[src/rtl/alu_sequencer_if.sv]
// Request, response and ALU-side signals of the ALU front-end sequencer.
// The slave modport is the sequencer; the master modport is its environment.
interface alu_sequencer_if #(
    parameter int unsigned WIDTH = 32
);
    logic [1:0]       req_valid;
    logic [1:0]       req_ready_c;
    logic [3:0]       req_op0;
    logic [3:0]       req_op1;
    logic [WIDTH-1:0] req_a0;
    logic [WIDTH-1:0] req_a1;
    logic [WIDTH-1:0] req_b0;
    logic [WIDTH-1:0] req_b1;

    logic             rsp_valid;
    logic             rsp_ready;
    logic             rsp_id;
    logic [WIDTH-1:0] rsp_lo;
    logic [WIDTH-1:0] rsp_hi;
    logic             rsp_carry;
    logic             rsp_err;

    logic [WIDTH-1:0] alu_a;
    logic [WIDTH-1:0] alu_b;
    logic [12:0]      alu_instruc;
    logic [WIDTH-1:0] alu_result;
    logic [WIDTH-1:0] alu_result_hi;
    logic             alu_carry;

    logic             busy;

    modport slave (
        input  req_valid, req_op0, req_op1, req_a0, req_a1, req_b0, req_b1,
        input  rsp_ready, alu_result, alu_result_hi, alu_carry,
        output req_ready_c, rsp_valid, rsp_id, rsp_lo, rsp_hi, rsp_carry, rsp_err,
        output alu_a, alu_b, alu_instruc, busy
    );

    modport master (
        output req_valid, req_op0, req_op1, req_a0, req_a1, req_b0, req_b1,
        output rsp_ready, alu_result, alu_result_hi, alu_carry,
        input  req_ready_c, rsp_valid, rsp_id, rsp_lo, rsp_hi, rsp_carry, rsp_err,
        input  alu_a, alu_b, alu_instruc, busy
    );
endinterface

[src/rtl/alu_sequencer.sv]
// Round-robin two-requester front end for the one-hot-select ALU: decodes the
// opcode, holds operands for the op latency and keeps the response until taken.
module alu_sequencer #(
    parameter int unsigned WIDTH         = 32,
    parameter int unsigned MULDIV_CYCLES = 4
) (
    input  logic            clock_i,
    input  logic            clear_n_i,
    alu_sequencer_if.slave  bus
);
    localparam int unsigned SEL_W = 13;
    localparam int unsigned CNT_W = $clog2(MULDIV_CYCLES + 1);
    localparam logic [3:0]  OP_MUL  = 4'd4;
    localparam logic [3:0]  OP_DIV  = 4'd5;
    localparam logic [3:0]  OP_LAST = 4'd12;

    typedef enum logic [1:0] {S_IDLE, S_EXEC, S_DONE} state_e;

    state_e             state_q, state_d;
    logic [CNT_W-1:0]   cnt_q, cnt_d;
    logic               last_grant_q, last_grant_d;
    logic               own_q, own_d;
    logic [WIDTH-1:0]   alu_a_q, alu_a_d;
    logic [WIDTH-1:0]   alu_b_q, alu_b_d;
    logic [SEL_W-1:0]   alu_instruc_q, alu_instruc_d;
    logic               rsp_valid_q, rsp_valid_d;
    logic               rsp_id_q, rsp_id_d;
    logic [WIDTH-1:0]   rsp_lo_q, rsp_lo_d;
    logic [WIDTH-1:0]   rsp_hi_q, rsp_hi_d;
    logic               rsp_carry_q, rsp_carry_d;
    logic               rsp_err_q, rsp_err_d;
    logic               busy_q, busy_d;

    logic [1:0]         grant_c;
    logic [3:0]         sel_op;
    logic [WIDTH-1:0]   sel_a;
    logic [WIDTH-1:0]   sel_b;

    // Next-state, arbitration and response capture.
    always_comb begin
        state_d       = state_q;
        cnt_d         = cnt_q;
        last_grant_d  = last_grant_q;
        own_d         = own_q;
        alu_a_d       = alu_a_q;
        alu_b_d       = alu_b_q;
        alu_instruc_d = alu_instruc_q;
        rsp_valid_d   = rsp_valid_q;
        rsp_id_d      = rsp_id_q;
        rsp_lo_d      = rsp_lo_q;
        rsp_hi_d      = rsp_hi_q;
        rsp_carry_d   = rsp_carry_q;
        rsp_err_d     = rsp_err_q;
        grant_c       = 2'b00;
        sel_op        = bus.req_op0;
        sel_a         = bus.req_a0;
        sel_b         = bus.req_b0;

        unique case (state_q)
            S_IDLE: begin
                case (bus.req_valid)
                    2'b01:   grant_c = 2'b01;
                    2'b10:   grant_c = 2'b10;
                    2'b11:   grant_c = last_grant_q ? 2'b01 : 2'b10;
                    default: grant_c = 2'b00;
                endcase
                if (grant_c[1]) begin
                    sel_op = bus.req_op1;
                    sel_a  = bus.req_a1;
                    sel_b  = bus.req_b1;
                end
                if (grant_c != 2'b00) begin
                    own_d = grant_c[1];
                    if (sel_op > OP_LAST) begin
                        // Illegal opcode bypasses the ALU entirely.
                        state_d     = S_DONE;
                        rsp_valid_d = 1'b1;
                        rsp_err_d   = 1'b1;
                        rsp_lo_d    = '0;
                        rsp_hi_d    = '0;
                        rsp_carry_d = 1'b0;
                        rsp_id_d    = grant_c[1];
                    end else begin
                        state_d       = S_EXEC;
                        cnt_d         = (sel_op == OP_MUL || sel_op == OP_DIV) ?
                                        CNT_W'(MULDIV_CYCLES) : CNT_W'(1);
                        alu_instruc_d = SEL_W'(1) << sel_op;
                        alu_a_d       = sel_a;
                        alu_b_d       = sel_b;
                    end
                end
            end
            S_EXEC: begin
                cnt_d = cnt_q - CNT_W'(1);
                if (cnt_q == CNT_W'(1)) begin
                    state_d       = S_DONE;
                    rsp_valid_d   = 1'b1;
                    rsp_lo_d      = bus.alu_result;
                    rsp_hi_d      = bus.alu_result_hi;
                    rsp_carry_d   = bus.alu_carry;
                    rsp_err_d     = 1'b0;
                    rsp_id_d      = own_q;
                    alu_instruc_d = '0;
                    alu_a_d       = '0;
                    alu_b_d       = '0;
                end
            end
            S_DONE: begin
                if (bus.rsp_ready) begin
                    state_d      = S_IDLE;
                    rsp_valid_d  = 1'b0;
                    last_grant_d = rsp_id_q;
                end
            end
            default: state_d = S_IDLE;
        endcase

        busy_d = (state_d != S_IDLE);
    end

    always_ff @(posedge clock_i or negedge clear_n_i) begin
        if (!clear_n_i) begin
            state_q       <= S_IDLE;
            cnt_q         <= '0;
            last_grant_q  <= 1'b1;
            own_q         <= 1'b0;
            alu_a_q       <= '0;
            alu_b_q       <= '0;
            alu_instruc_q <= '0;
            rsp_valid_q   <= 1'b0;
            rsp_id_q      <= 1'b0;
            rsp_lo_q      <= '0;
            rsp_hi_q      <= '0;
            rsp_carry_q   <= 1'b0;
            rsp_err_q     <= 1'b0;
            busy_q        <= 1'b0;
        end else begin
            state_q       <= state_d;
            cnt_q         <= cnt_d;
            last_grant_q  <= last_grant_d;
            own_q         <= own_d;
            alu_a_q       <= alu_a_d;
            alu_b_q       <= alu_b_d;
            alu_instruc_q <= alu_instruc_d;
            rsp_valid_q   <= rsp_valid_d;
            rsp_id_q      <= rsp_id_d;
            rsp_lo_q      <= rsp_lo_d;
            rsp_hi_q      <= rsp_hi_d;
            rsp_carry_q   <= rsp_carry_d;
            rsp_err_q     <= rsp_err_d;
            busy_q        <= busy_d;
        end
    end

    // Ready is gated by reset so it reads 0 while clear_n is low.
    assign bus.req_ready_c = grant_c & {2{clear_n_i}};
    assign bus.rsp_valid   = rsp_valid_q;
    assign bus.rsp_id      = rsp_id_q;
    assign bus.rsp_lo      = rsp_lo_q;
    assign bus.rsp_hi      = rsp_hi_q;
    assign bus.rsp_carry   = rsp_carry_q;
    assign bus.rsp_err     = rsp_err_q;
    assign bus.alu_a       = alu_a_q;
    assign bus.alu_b       = alu_b_q;
    assign bus.alu_instruc = alu_instruc_q;
    assign bus.busy        = busy_q;
endmodule

[src/flat_wrapper.sv]
// flat-port wrapper written by rule: the top's interface ports become plain ports
module alu_sequencer_flat 
#(
    parameter int unsigned WIDTH         = 32,
    parameter int unsigned MULDIV_CYCLES = 4
)
  (clock_i, clear_n_i, bus_req_valid, bus_req_op0, bus_req_op1, bus_req_a0, bus_req_a1, bus_req_b0, bus_req_b1, bus_rsp_ready, bus_alu_result, bus_alu_result_hi, bus_alu_carry, bus_req_ready_c, bus_rsp_valid, bus_rsp_id, bus_rsp_lo, bus_rsp_hi, bus_rsp_carry, bus_rsp_err, bus_alu_a, bus_alu_b, bus_alu_instruc, bus_busy);
  alu_sequencer_if #(.WIDTH(WIDTH)) bus_i ();
  input  logic clock_i;
  input  logic clear_n_i;
  input wire logic [$bits(bus_i.req_valid)-1:0] bus_req_valid;
  input wire logic [$bits(bus_i.req_op0)-1:0] bus_req_op0;
  input wire logic [$bits(bus_i.req_op1)-1:0] bus_req_op1;
  input wire logic [$bits(bus_i.req_a0)-1:0] bus_req_a0;
  input wire logic [$bits(bus_i.req_a1)-1:0] bus_req_a1;
  input wire logic [$bits(bus_i.req_b0)-1:0] bus_req_b0;
  input wire logic [$bits(bus_i.req_b1)-1:0] bus_req_b1;
  input wire logic [$bits(bus_i.rsp_ready)-1:0] bus_rsp_ready;
  input wire logic [$bits(bus_i.alu_result)-1:0] bus_alu_result;
  input wire logic [$bits(bus_i.alu_result_hi)-1:0] bus_alu_result_hi;
  input wire logic [$bits(bus_i.alu_carry)-1:0] bus_alu_carry;
  output wire logic [$bits(bus_i.req_ready_c)-1:0] bus_req_ready_c;
  output wire logic [$bits(bus_i.rsp_valid)-1:0] bus_rsp_valid;
  output wire logic [$bits(bus_i.rsp_id)-1:0] bus_rsp_id;
  output wire logic [$bits(bus_i.rsp_lo)-1:0] bus_rsp_lo;
  output wire logic [$bits(bus_i.rsp_hi)-1:0] bus_rsp_hi;
  output wire logic [$bits(bus_i.rsp_carry)-1:0] bus_rsp_carry;
  output wire logic [$bits(bus_i.rsp_err)-1:0] bus_rsp_err;
  output wire logic [$bits(bus_i.alu_a)-1:0] bus_alu_a;
  output wire logic [$bits(bus_i.alu_b)-1:0] bus_alu_b;
  output wire logic [$bits(bus_i.alu_instruc)-1:0] bus_alu_instruc;
  output wire logic [$bits(bus_i.busy)-1:0] bus_busy;
  assign bus_i.req_valid = bus_req_valid;
  assign bus_i.req_op0 = bus_req_op0;
  assign bus_i.req_op1 = bus_req_op1;
  assign bus_i.req_a0 = bus_req_a0;
  assign bus_i.req_a1 = bus_req_a1;
  assign bus_i.req_b0 = bus_req_b0;
  assign bus_i.req_b1 = bus_req_b1;
  assign bus_i.rsp_ready = bus_rsp_ready;
  assign bus_i.alu_result = bus_alu_result;
  assign bus_i.alu_result_hi = bus_alu_result_hi;
  assign bus_i.alu_carry = bus_alu_carry;
  assign bus_req_ready_c = bus_i.req_ready_c;
  assign bus_rsp_valid = bus_i.rsp_valid;
  assign bus_rsp_id = bus_i.rsp_id;
  assign bus_rsp_lo = bus_i.rsp_lo;
  assign bus_rsp_hi = bus_i.rsp_hi;
  assign bus_rsp_carry = bus_i.rsp_carry;
  assign bus_rsp_err = bus_i.rsp_err;
  assign bus_alu_a = bus_i.alu_a;
  assign bus_alu_b = bus_i.alu_b;
  assign bus_alu_instruc = bus_i.alu_instruc;
  assign bus_busy = bus_i.busy;
  alu_sequencer #(.WIDTH(WIDTH), .MULDIV_CYCLES(MULDIV_CYCLES)) u_core (.clock_i(clock_i), .clear_n_i(clear_n_i), .bus(bus_i));
endmodule
[config.mk]
export PLATFORM = sky130hd
export DESIGN_NAME = alu_sequencer_flat
export DESIGN_NICKNAME = d
export VERILOG_FILES = /design/src/rtl/alu_sequencer_if.sv /design/src/rtl/alu_sequencer.sv /design/src/flat_wrapper.sv
export SDC_FILE = /design/constraint.sdc
export NUM_CORES = 1
export LEC_CHECK = 0
export ABC_CLOCK_PERIOD_IN_PS = 1850
export CORE_MARGIN = 1
export CORE_UTILIZATION = 30
export CTS_BUF_LIST = sky130_fd_sc_hd__clkbuf_8 sky130_fd_sc_hd__clkbuf_16
export CTS_CLUSTER_DIAMETER = 80
export DETAILED_ROUTE_END_ITERATION = 7
export GPL_TIMING_DRIVEN = 0
export PLACE_DENSITY = 0.77
export SLEW_MARGIN = 30
export SYNTH_ARGS = -nofsm -noshare
export SYNTH_HDL_FRONTEND = slang
export SYNTH_SLANG_ARGS = --single-unit
[constraint.sdc]
create_clock -name clock_i -period 1.85 [get_ports clock_i]
set_input_delay 0.4625 -clock clock_i [delete_from_list [all_inputs] [get_ports clock_i]]
set_output_delay 0.4625 -clock clock_i [all_outputs]
set_load 0.005 [all_outputs]
==> results of run 1 <==
==> final timing paths <==
kind | start | end | depth (start not counted)
setup / recovery | u_core.last_grant_q | u_core.bus.alu_b[16] | 7
hold / removal | clear_n_i | u_core.last_grant_q | 1
setup reg to reg | u_core.last_grant_q | u_core.bus.alu_b[16] | 7
hold reg to reg | u_core.cnt_q[1] | u_core.cnt_q[1] | 1
max in group asynchronous | clear_n_i | u_core.bus.alu_b[15] | 2
min in group clock_i | u_core.cnt_q[1] | u_core.cnt_q[1] | 1
==> flip-flops by register name, summed over array words and instances (netlist names), 2 cells and up <==
register                flops
u_core.state_q              2
u_core.bus.rsp_hi          32
u_core.bus.rsp_lo          32
u_core.bus.alu_a           32
u_core.bus.alu_instruc     13
u_core.cnt_q                3
u_core.bus.alu_b           32
==> per-layer routing <==
layer	global-route usage (%)	vias to the layer above
li1	-	3024
met1	23.35	3102
met2	33.29	261
met3	5.632	33
met4	6.601	0
met5	0	-
==> per-stage QoR <==
stage / setup WS (ns) / utilization (%) / instance area [um2] / hold slack, ns / instances
after floorplan: -0.06533 / - / 7007 / 0.1669 / 608
after global placement: -6.136 / 47.90 / 10880 / 0.4676 / 1244
after detailed placement: -1.263 / 48.16 / 10940 / 0.3960 / 1246
after global routing: -0.2707 / 54.73 / 12430 / 0.02548 / 1311
after CTS: -0.2068 / 53.33 / 12110 / 0.02709 / 1301
final: -0.2287 / 54.73 / 12430 / 0.04369 / 1311
==> cells in the mapped netlist (2+ instances only) <==
cell type  instances  area share, %
nand3_1            3           0.22
mux2_1            30            4.8
ha_1               2           0.36
nor2b_1            3           0.27
mux2i_1           58            8.3
mux2_2             9            1.5
o31ai_1            9           0.97
clkbuf_1          14           0.75
dfrtp_1          152             54
buf_4              2           0.22
nand2_1          110            5.9
nor3_1             3           0.22
and2_1             2           0.18
nor4b_1            4           0.50
and4b_1            2           0.29
a21oi_1           41            2.9
a22o_1            67            8.4
inv_1              4           0.22
and3_1             2           0.18
o211ai_1          13            1.4
nor3b_1            2           0.22
a211oi_1           3           0.32
o21ai_0            7           0.50
nor4_1             4           0.36
buf_1             10           0.54
nor2_1             4           0.22
buf_2             17            1.2
buf_6              5           0.81
nand2b_1           3           0.27
o21a_1             2           0.22
==> layout make-up <==
class | count | area [um2]
diodes | 1 | 2.502
plain buffers | 48 | 452.9
clock buffers | 18 | 439.2
clock inverters | 14 | 156.4
fillers | 1957 | 10280
inverters | 4 | 15.01
multi-input cells | 402 | 3110
flip-flops and latches | 153 | 3830
well taps | 285 | 356.6
repair buffers | 386 | 4065
==> cell families (layout without fill, tap and decap cells) <==
group | count (synthesis) | after routing | synth area share, %
compound gates | 156 | 156 | 16.71
fa+ha+maj | 2 | 2 | 0.3584
buf+inv | 53 | 470 | 3.818
flops | 153 | 153 | 54.87
mux | 98 | 98 | 14.93
other cells | 0 | 1 | 0
simple gates | 146 | 146 | 9.320
==> power groups by stage <==
stage / combinational (mW) / clock, mW / sequential, mW
4_1_cts: 8.84 / 3.63 / 5.49
3_5_place_dp: 7.67 / 0 / 5.51
2_1_floorplan: 3.42 / 0 / 5.54
6_report: 9.31 / 3.53 / 5.50
3_3_place_gp: 7.52 / 0 / 5.49
5_1_grt: 10.0 / 3.75 / 5.66
==> repair_timing <==
item / CTS / global route
hold buffers: 1 / 0
buffers inserted: 21 / 5
cloned: 2 / 5
endpoints found under the hold margin: 42 / 0
pin swaps: 5 / 7
resized for setup: 97 / 47
setup endpoints to repair: 149 / 153
==> out/results.tsv, run 1 <==
stage	metric	value	unit
run_status	outcome	finished, violations left	
run_status	violations	negative setup slack	
route	wl_met2	12010	um
critical_path	critPathLaunchType	flop	
timing	finClkSkew	0.01313	ns
route	routedLengthMet1	9673	um
timing	slew_viol_final	0	
clocking	clk_path_buf_depth	2	
grt	grt_max_degree	59	
floorplanning	initial_core_util	30.74	%
clocking	clockRootBuffer	clkbuf_16	
critical_path	worstPathCellList	a21boi_4, buf_4, mux2i_4, o21ai_4, buf_12, clkbuf_16, mux2_1	
layout	fin_nets	1220	
floorplanning	io_pins	354	
route	routed.top_layer	met4	
clocking	cts_tree	built	
critical_path	cp.required	2.16	ns
yosys	ys_ff_latch	153	
layout	layout_common_cells	clkdlybuf4s50_1 (335), dfrtp_1 (152), nand2_1 (109), a22o_1 (67), mux2i_1 (58)	
critical_path	setup.worst_path.class	flop to flop	
grt	antenna_found_initial	1	
route	via_count	6420	
power_and_ir_drop	internal-power	12.35	mW
clocking	clock_latency	0.42	ns
floorplanning	core	22710	um2
critical_path	cpPeakStageDelay	0.59	ns
place	io_buffers	351	
power_and_ir_drop	total_power	18.34	mW
timing	relSlewSlack	61.24	%
clocking	clkSinkCount	153	
critical_path	slowest_stage	dfstp_2	
power_and_ir_drop	leakage	5.632	nW
critical_path	path_max_fanout	5	
yosys	synth.avg_cell_area	11.48	um2
yosys	syn_area	6980	um2
grt	grt_pass1_wl	36230	um
critical_path	rrSetupSlack	-0.23	ns
yosys	ys_async_sr_fraction	100.0	%
route	wl_per_cell	18.11	um
floorplanning	design.die.area	23880	um2
critical_path	crit_path_end_kind	flop	
timing	timing.setup.tns	-12.49	ns
yosys	ys.warnings.count	0	
clocking	ctsHtreeMaxLevel	4	
place	hpwlAfterDp	16920	um
flow_run	cap_violations	0	
timing	fin_ws	-0.2287	ns
layout	layout_commonest_cell	clkdlybuf4s50_1	
timing	finalCritPeriodShare	112.4	%
timing	worst_pin_slew	0.5753	ns
power_and_ir_drop	ir_drop	0.6351	mV
yosys	synth_top_flop_cell	dfrtp_1	
route	dr.pass1.iters	4	
timing	grt_setup_unrepaired	yes	
grt	track_usage	19.45	%
clocking	cts_buffers	17	
grt	grt_overflow_total	0	
power_and_ir_drop	p_clk_share	19.2	%
timing	finalHoldViolCount	0	
timing	finalCriticalPeriod	2.079	ns
floorplanning	die_width	154.5	um
floorplanning	num_rows	55	
yosys	synth_fp_nets	816	
route	wl	23740	um
min_path	min_path_type	primary input to asynchronous set/reset pin	
yosys	ys_seq_area_share	54.87	%
clocking	clkTransAtPathRegs	0.07	ns
route	initialDrtViolationCount	359	
critical_path	cp_top_family	flip-flops	
layout	area_delta_synth_final	78.04	%
layout	drive_above_1_share	15.71	%
timing	fmax	0.4811	GHz
route	drc	0	
power_and_ir_drop	swShare	32.67	%
critical_path	crit_arrival	2.38	ns
yosys	synth_cells	608	
route	wl_met3	1574	um
route	antenna_left	0	
power_and_ir_drop	p_seq_share	30.0	%
yosys	yosysUniqueCellTypes	51	
route	viasPerCell	4.897	
grt	grt_pass1_vias	6682	
floorplanning	die_h	154.5	um
critical_path	worst-path-buf-inv	3	
timing	finalSetupViolCount	136	
power_and_ir_drop	comb_power_share	50.8	%
place	place_congestion	0.7955	
power_and_ir_drop	power_density	1476	nW/um2
power_and_ir_drop	p_switching	5.992	mW
yosys	synth_edf_count	0	
No activity file was read; power rests on OpenSTA's default activity.
==> inputs of run 2 (changes only) <==
--- a/config.mk
+++ b/config.mk
@@ -6,6 +6,7 @@
 export NUM_CORES = 1
 export LEC_CHECK = 0
 export ABC_CLOCK_PERIOD_IN_PS = 1850
+export CORE_ASPECT_RATIO = 1.25
 export CORE_MARGIN = 1
 export CORE_UTILIZATION = 30
 export CTS_BUF_LIST = sky130_fd_sc_hd__clkbuf_8 sky130_fd_sc_hd__clkbuf_16
==> run 2 against run 1 <==
Effect of this change:
- the flow finishes with violations (design-rule violations, negative setup slack)
- non-clock buffer count grew 14
- worst hold slack lost 0.041 ns
- clock-buffer cell count unchanged
- routed wire length grew 6.5%
- final cell count is 1.2% higher
- clock power barely moved
- sequential share of layout area decreased by 0.90 points
- final area grew 3.0%
- combinational power rose by 9.6%
- die area barely moved
- sequential power up 1%
- first-iteration DRC count fell by 11%
==> out/results.tsv, run 2 (synthesis gave the netlist of run 1 again) <==
stage	metric	value	unit	change
power_and_ir_drop	ir_drop	0.7394	mV	was 0.6351 mV
power_and_ir_drop	power_density	1506	nW/um2	was 1476 nW/um2
critical_path	setup.worst_path.class	flop to primary output		was flop to flop
timing	slew_viol_final	0		unchanged
grt	antenna_found_initial	0		was 1
place	place_area	10940	um2	about the same
place	io_buffers	351		unchanged
grt	grt_pass1_vias	7108		was 6682
critical_path	critPathLaunch	u_core.last_grant_q		unchanged
power_and_ir_drop	p_seq_share	28.8	%	was 30.0%
timing	worst_pin_slew	0.5310	ns	was 0.5753 ns
layout	area_delta_synth_final	83.40	%	was 78.04%
floorplanning	num_rows	62		was 55
timing	fin_hold_ws	0.003030	ns	was 0.04369 ns
timing	finalCritPeriodShare	112.0	%	was 112.4%
route	wl_per_cell	19.06	um	was 18.11 um
power_and_ir_drop	comb_power_share	52.8	%	was 50.8%
clocking	clock_latency	0.43	ns	was 0.42 ns
critical_path	path_max_fanout	4		was 5
critical_path	crit_arrival	1.61	ns	was 2.38 ns
layout	num_antenna_cells	0		was 1
clocking	clk_path_buf_depth	2		unchanged
grt	grt_max_degree	69		was 59
timing	finClkSkew	0.01656	ns	was 0.01313 ns
floorplanning	design.die.area	23890	um2	was 23880 um2
floorplanning	io_pins	354		unchanged
route	antenna_left	0		unchanged
timing	fmax	0.4825	GHz	was 0.4811 GHz
route	drc	41		was 0
critical_path	crit_path_end_kind	primary output		was flop
floorplanning	core	22880	um2	was 22710 um2
route	wl	25290	um	was 23740 um
route	dr.pass1.iters	8		was 4
clocking	cts_tree	built		unchanged
timing	grt_setup_unrepaired	yes		unchanged
floorplanning	initial_core_util	30.50	%	was 30.74%
timing	finalSetupViolCount	145		was 136
clocking	clkTransAtPathRegs	0.07	ns	about the same
min_path	min_path_type	primary input to asynchronous set/reset pin		unchanged
route	initialDrtViolationCount	318		was 359
place	place_congestion	0.8001		was 0.7955
timing	fin_ws	-0.2224	ns	was -0.2287 ns
route	viasPerCell	4.962		was 4.897
grt	grt_pass1_wl	39280	um	was 36230 um
grt	grt_overflow_total	0		unchanged
run_status	outcome	finished, violations left		unchanged
power_and_ir_drop	swShare	32.29	%	was 32.67%
layout	drive_above_1_share	19.06	%	was 15.71%
clocking	clockRootBuffer	clkbuf_16		unchanged
timing	finalCriticalPeriod	2.072	ns	was 2.079 ns
timing	finalHoldViolCount	0		unchanged
layout	layout_common_cells	clkdlybuf4s50_1 (332), dfrtp_1 (152), nand2_1 (108), a22o_1 (67), mux2i_1 (56)		was clkdlybuf4s50_1 (335), dfrtp_1 (152), nand2_1 (109), a22o_1 (67), mux2i_1 (58)
critical_path	regToRegStartpoint	u_core.last_grant_q		unchanged
floorplanning	die_width	138.4	um	was 154.5 um
floorplanning	die_h	172.5	um	was 154.5 um
flow_run	cap_violations	0		unchanged
power_and_ir_drop	total_power	19.28	mW	was 18.34 mW
grt	track_usage	21.22	%	was 19.45%
place	hpwlAfterDp	17660	um	was 16920 um
layout	final_area	12800	um2	was 12430 um2
power_and_ir_drop	p_switching	6.225	mW	was 5.992 mW
clocking	clkSinkCount	153		unchanged
power_and_ir_drop	leakage	5.817	nW	was 5.632 nW
clocking	cts_buffers	17		unchanged
power_and_ir_drop	internal-power	13.05	mW	was 12.35 mW
critical_path	cp.required	1.39	ns	was 2.16 ns
layout	fin_nets	1234		was 1220
critical_path	critPathLaunchType	flop		unchanged
power_and_ir_drop	p_clk_share	18.3	%	was 19.2%
clocking	ctsHtreeMaxLevel	4		unchanged
run_status	violations	design-rule violations, negative setup slack		was negative setup slack
route	via_count	6585		was 6420
timing	relSlewSlack	64.60	%	was 61.24%
layout	layout_commonest_cell	clkdlybuf4s50_1		unchanged
==> run 2: layout make-up <==
type	instances	area (um2)
fill	1919	10080
timing repair buffer	400	4357
buffer	48	445.4
multi-input combinational	402	3207
clock buffer	18	439.2
tap	288	360.3
sequential	153	3830
clock inverter	14	148.9
inverter	4	15.01
==> run 2: repair_timing <==
action / in CTS / in global routing
buffers inserted: 24 / 10
hold buffers: 3 / 0
endpoints found under the hold margin: 30 / 0
resized for setup: 158 / 47
pin swaps: 10 / 18
cloned: 9 / 4
setup endpoints to repair: 150 / 160
==> run 2: critical path: stages (launching register included) <==
cell	delay, ns
dfstp_2	0.59
a21boi_4	0.08
buf_6	0.13
buf_8	0.10
and3_4	0.17
buf_6	0.11
==> run 2: final timing paths <==
path,endpoint,slack [ns],cells past startpoint
min in group clock_i,u_core.own_q,0.42,3
worst min-delay path,u_core.bus.rsp_lo[6],0.003,2
worst max-delay path,bus_req_ready_c[1],-0.22,5
worst max register to register,u_core.bus.alu_a[14],-0.18,8
max in group asynchronous,u_core.bus.rsp_hi[28],1.03,3
worst min register to register,u_core.bus.rsp_hi[29],0.49,1
==> run 2: power groups by stage <==
stage / Clock [mW] / Combinational, mW / Sequential (mW)
CTS: 3.62 / 9.93 / 5.54
floorplan: 0 / 3.42 / 5.54
detailed placement: 0 / 7.70 / 5.52
global placement: 0 / 7.51 / 5.50
finish: 3.54 / 10.2 / 5.56
global route: 3.77 / 10.8 / 5.70
==> run 2: routing by layer <==
| metal | wire, um | global-route usage (%) | share of wire (%) | up-vias |
|---|---|---|---|---|
| li1 | - | - | - | 3042 |
| met1 | 9681 | 24.00 | 38 | 3217 |
| met2 | 13200 | 37.97 | 52 | 279 |
| met3 | 1726 | 5.179 | 6.8 | 47 |
| met4 | 684 | 8.942 | 2.7 | 0 |
| met5 | 0 | 0 | 0 | - |
==> run 2: through the flow <==
stage | worst slack [ns] | TNS [ns] | util, % | cells
after detailed placement | -1.384 | -111.08 | 47.81 | 1249
final | -0.2224 | -12.61 | 55.94 | 1327
after floorplan | -0.06533 | -1.896 | - | 608
after global routing | -0.2931 | -22.60 | 55.94 | 1327
after CTS | -0.2503 | -9.298 | 54.77 | 1316
after global placement | -6.183 | -1058.28 | 47.55 | 1247
==> inputs of run 3 (changes only) <==
--- a/config.mk
+++ b/config.mk
@@ -8,12 +8,12 @@
 export ABC_CLOCK_PERIOD_IN_PS = 1850
 export CORE_ASPECT_RATIO = 1.25
 export CORE_MARGIN = 1
-export CORE_UTILIZATION = 30
+export CORE_UTILIZATION = 36
 export CTS_BUF_LIST = sky130_fd_sc_hd__clkbuf_8 sky130_fd_sc_hd__clkbuf_16
 export CTS_CLUSTER_DIAMETER = 80
 export DETAILED_ROUTE_END_ITERATION = 7
 export GPL_TIMING_DRIVEN = 0
-export PLACE_DENSITY = 0.77
+export PLACE_DENSITY = 0.87
 export SLEW_MARGIN = 30
 export SYNTH_ARGS = -nofsm -noshare
 export SYNTH_HDL_FRONTEND = slang
==> run 3 against run 2 <==
Effect of this change:
- combinational power is essentially flat
- register-to-register slack is essentially flat
- die area shrank 16%
- largest cell class unchanged
- flip-flop and latch count is the same
- critical path type unchanged
- critical endpoint unchanged
- setup slack gained 0.040 ns
- clock-buffer cell count is the same
- the run ends with negative hold slack, negative setup slack left
- critical path depth is the same
==> out/results.tsv, run 3 (synthesis gave the netlist of run 1 again) <==
stage	metric	value	unit	change
grt	grt_pass1_wl	38180	um	was 39280 um
route	wl_per_cell	19.89	um	was 19.06 um
flow_run	cap_violations	0		unchanged
floorplanning	die_h	157.7	um	was 172.5 um
place	dp_slack	-1.330	ns	was -1.384 ns
power_and_ir_drop	leakage	5.720	nW	was 5.817 nW
route	dr.pass1.iters	5		was 8
floorplanning	initial_core_util	37.04	%	was 30.50%
layout	layout_commonest_cell	clkdlybuf4s50_1		unchanged
run_status	outcome	finished, violations left		unchanged
place	hpwlAfterDp	17270	um	was 17660 um
timing	finalCriticalPeriod	2.032	ns	was 2.072 ns
timing	timing.setup.tns	-8.535	ns	was -12.61 ns
min_path	min_path_type	primary input to asynchronous set/reset pin		unchanged
route	via_count	6771		was 6585
timing	fmax	0.4920	GHz	was 0.4825 GHz
timing	slew_viol_final	0		unchanged
clocking	clockRootBuffer	clkbuf_16		unchanged
route	drc	0		was 41
clocking	ctsHtreeMaxLevel	4		unchanged
timing	finalHoldViolCount	73		was 0
power_and_ir_drop	ir_drop	0.7496	mV	was 0.7394 mV
timing	relSlewSlack	64.13	%	was 64.60%
clocking	clock_latency	0.42	ns	was 0.43 ns
critical_path	crit_path_end_kind	primary output		unchanged
grt	grt_overflow_total	0		unchanged
place	io_buffers	351		unchanged
route	wl	25380	um	was 25290 um
layout	final_area	12640	um2	was 12800 um2
timing	fin_ws	-0.1824	ns	was -0.2224 ns
floorplanning	io_pins	354		unchanged
layout	layout_common_cells	clkdlybuf4s50_1 (338), dfrtp_1 (152), nand2_1 (108), a22o_1 (67), mux2i_1 (55)		was clkdlybuf4s50_1 (332), dfrtp_1 (152), nand2_1 (108), a22o_1 (67), mux2i_1 (56)
layout	postLayoutCoreUtil	67.09	%	was 55.94%
timing	finClkSkew	0.008640	ns	was 0.01656 ns
clocking	clkSinkCount	153		unchanged
floorplanning	die_width	126.5	um	was 138.4 um
clocking	clk_path_buf_depth	2		unchanged
grt	grt_max_degree	78		was 69
critical_path	rrSetupSlack	-0.17	ns	was -0.18 ns
layout	fillers	1346		was 1919
route	viasPerCell	5.306		was 4.962
timing	finalSetupViolCount	122		was 145
layout	area_delta_synth_final	81.14	%	was 83.40%
floorplanning	design.die.area	19950	um2	was 23890 um2
clocking	cts_tree	built		unchanged
place	place_congestion	0.7960		was 0.8001
route	antenna_left	0		unchanged
timing	finalCritPeriodShare	109.9	%	was 112.0%
clocking	cts_buffers	17		unchanged
critical_path	critPathLaunchType	flop		unchanged
floorplanning	core	18850	um2	was 22880 um2
grt	grt_pass1_vias	6987		was 7108
layout	drive_above_1_share	18.91	%	was 19.06%
clocking	clkTransAtPathRegs	0.07	ns	about the same
layout	final_cells	1276		was 1327
place	dp.cells	1192		was 1249
timing	grt_setup_unrepaired	yes		unchanged
power_and_ir_drop	power_density	1518	nW/um2	was 1506 nW/um2
timing	fin_hold_ws	-0.05839	ns	was 0.003030 ns
critical_path	path_max_fanout	2		was 4
timing	worst_pin_slew	0.5380	ns	was 0.5310 ns
critical_path	cp.required	1.39	ns	about the same
floorplanning	num_rows	56		was 62
layout	fin_nets	1237		was 1234
place	place_area	10840	um2	was 10940 um2
critical_path	crit_arrival	1.57	ns	was 1.61 ns
power_and_ir_drop	total_power	19.19	mW	was 19.28 mW
grt	antenna_found_initial	2		was 0
run_status	violations	negative hold slack, negative setup slack		was design-rule violations, negative setup slack
critical_path	setup.worst_path.class	flop to primary output		unchanged
route	initialDrtViolationCount	367		was 318
grt	track_usage	24.94	%	was 21.22%
run 3: timing repair:
action,4_1_cts,5_1_grt
setup buffers,31,11
pin swaps,6,12
endpoints found under the hold margin,75,48
setup endpoints to repair,149,152
cloned,10,3
resized for setup,141,50
run 3: report_power, final:
part           total [mW]  leakage [nW]  switching (mW)  internal [mW]
clock                3.53         0.286            1.58           1.95
combinational        10.1          3.49            3.92           6.18
sequential           5.56          1.95           0.832           4.73
total                19.2          5.72            6.33           12.9
run 3: layout make-up:
cell class                      count  area (um2)  share of cell area [%]
Clock buffer                       18       439.2                   3.473
Timing Repair Buffer              405        4348                   34.39
Sequential cell                   153        3830                   30.29
Inverter                            4       15.01                  0.1187
Antenna cell                        2       5.005                 0.03958
Clock inverter                     14       151.4                   1.197
Buffer                             46       410.4                   3.246
Multi-Input combinational cell    402        3156                   24.96
Tap cell                          232       290.3                   2.296
run 3: routing by layer:
metal / track usage (%) / up-vias / share of wire, %
met5: 0 / - / 0
li1: - / 3049 / -
met3: 5.813 / 72 / 6.7
met2: 44.83 / 339 / 53
met4: 10.50 / 0 / 3.4
met1: 28.42 / 3311 / 37
run 3: worst max-delay path, cell delays in order (launching register included):
cell and delay, ns:
dfstp_2 0.57, a21boi_4 0.07, buf_6 0.13, buf_8 0.11, and3_4 0.17, buf_6 0.11
run 3: final timing paths:
check	startpoint	endpoint	depth (start not counted)
hold reg to reg	u_core.bus.alu_b[19]	u_core.bus.alu_b[19]	1
min in group clock_i	u_core.bus.alu_b[19]	u_core.bus.alu_b[19]	1
setup reg to reg	u_core.last_grant_q	u_core.bus.rsp_lo[17]	10
setup / recovery	u_core.last_grant_q	bus_req_ready_c[1]	5
hold / removal	clear_n_i	u_core.bus.rsp_hi[23]	1
max in group asynchronous	clear_n_i	u_core.bus.alu_b[15]	2
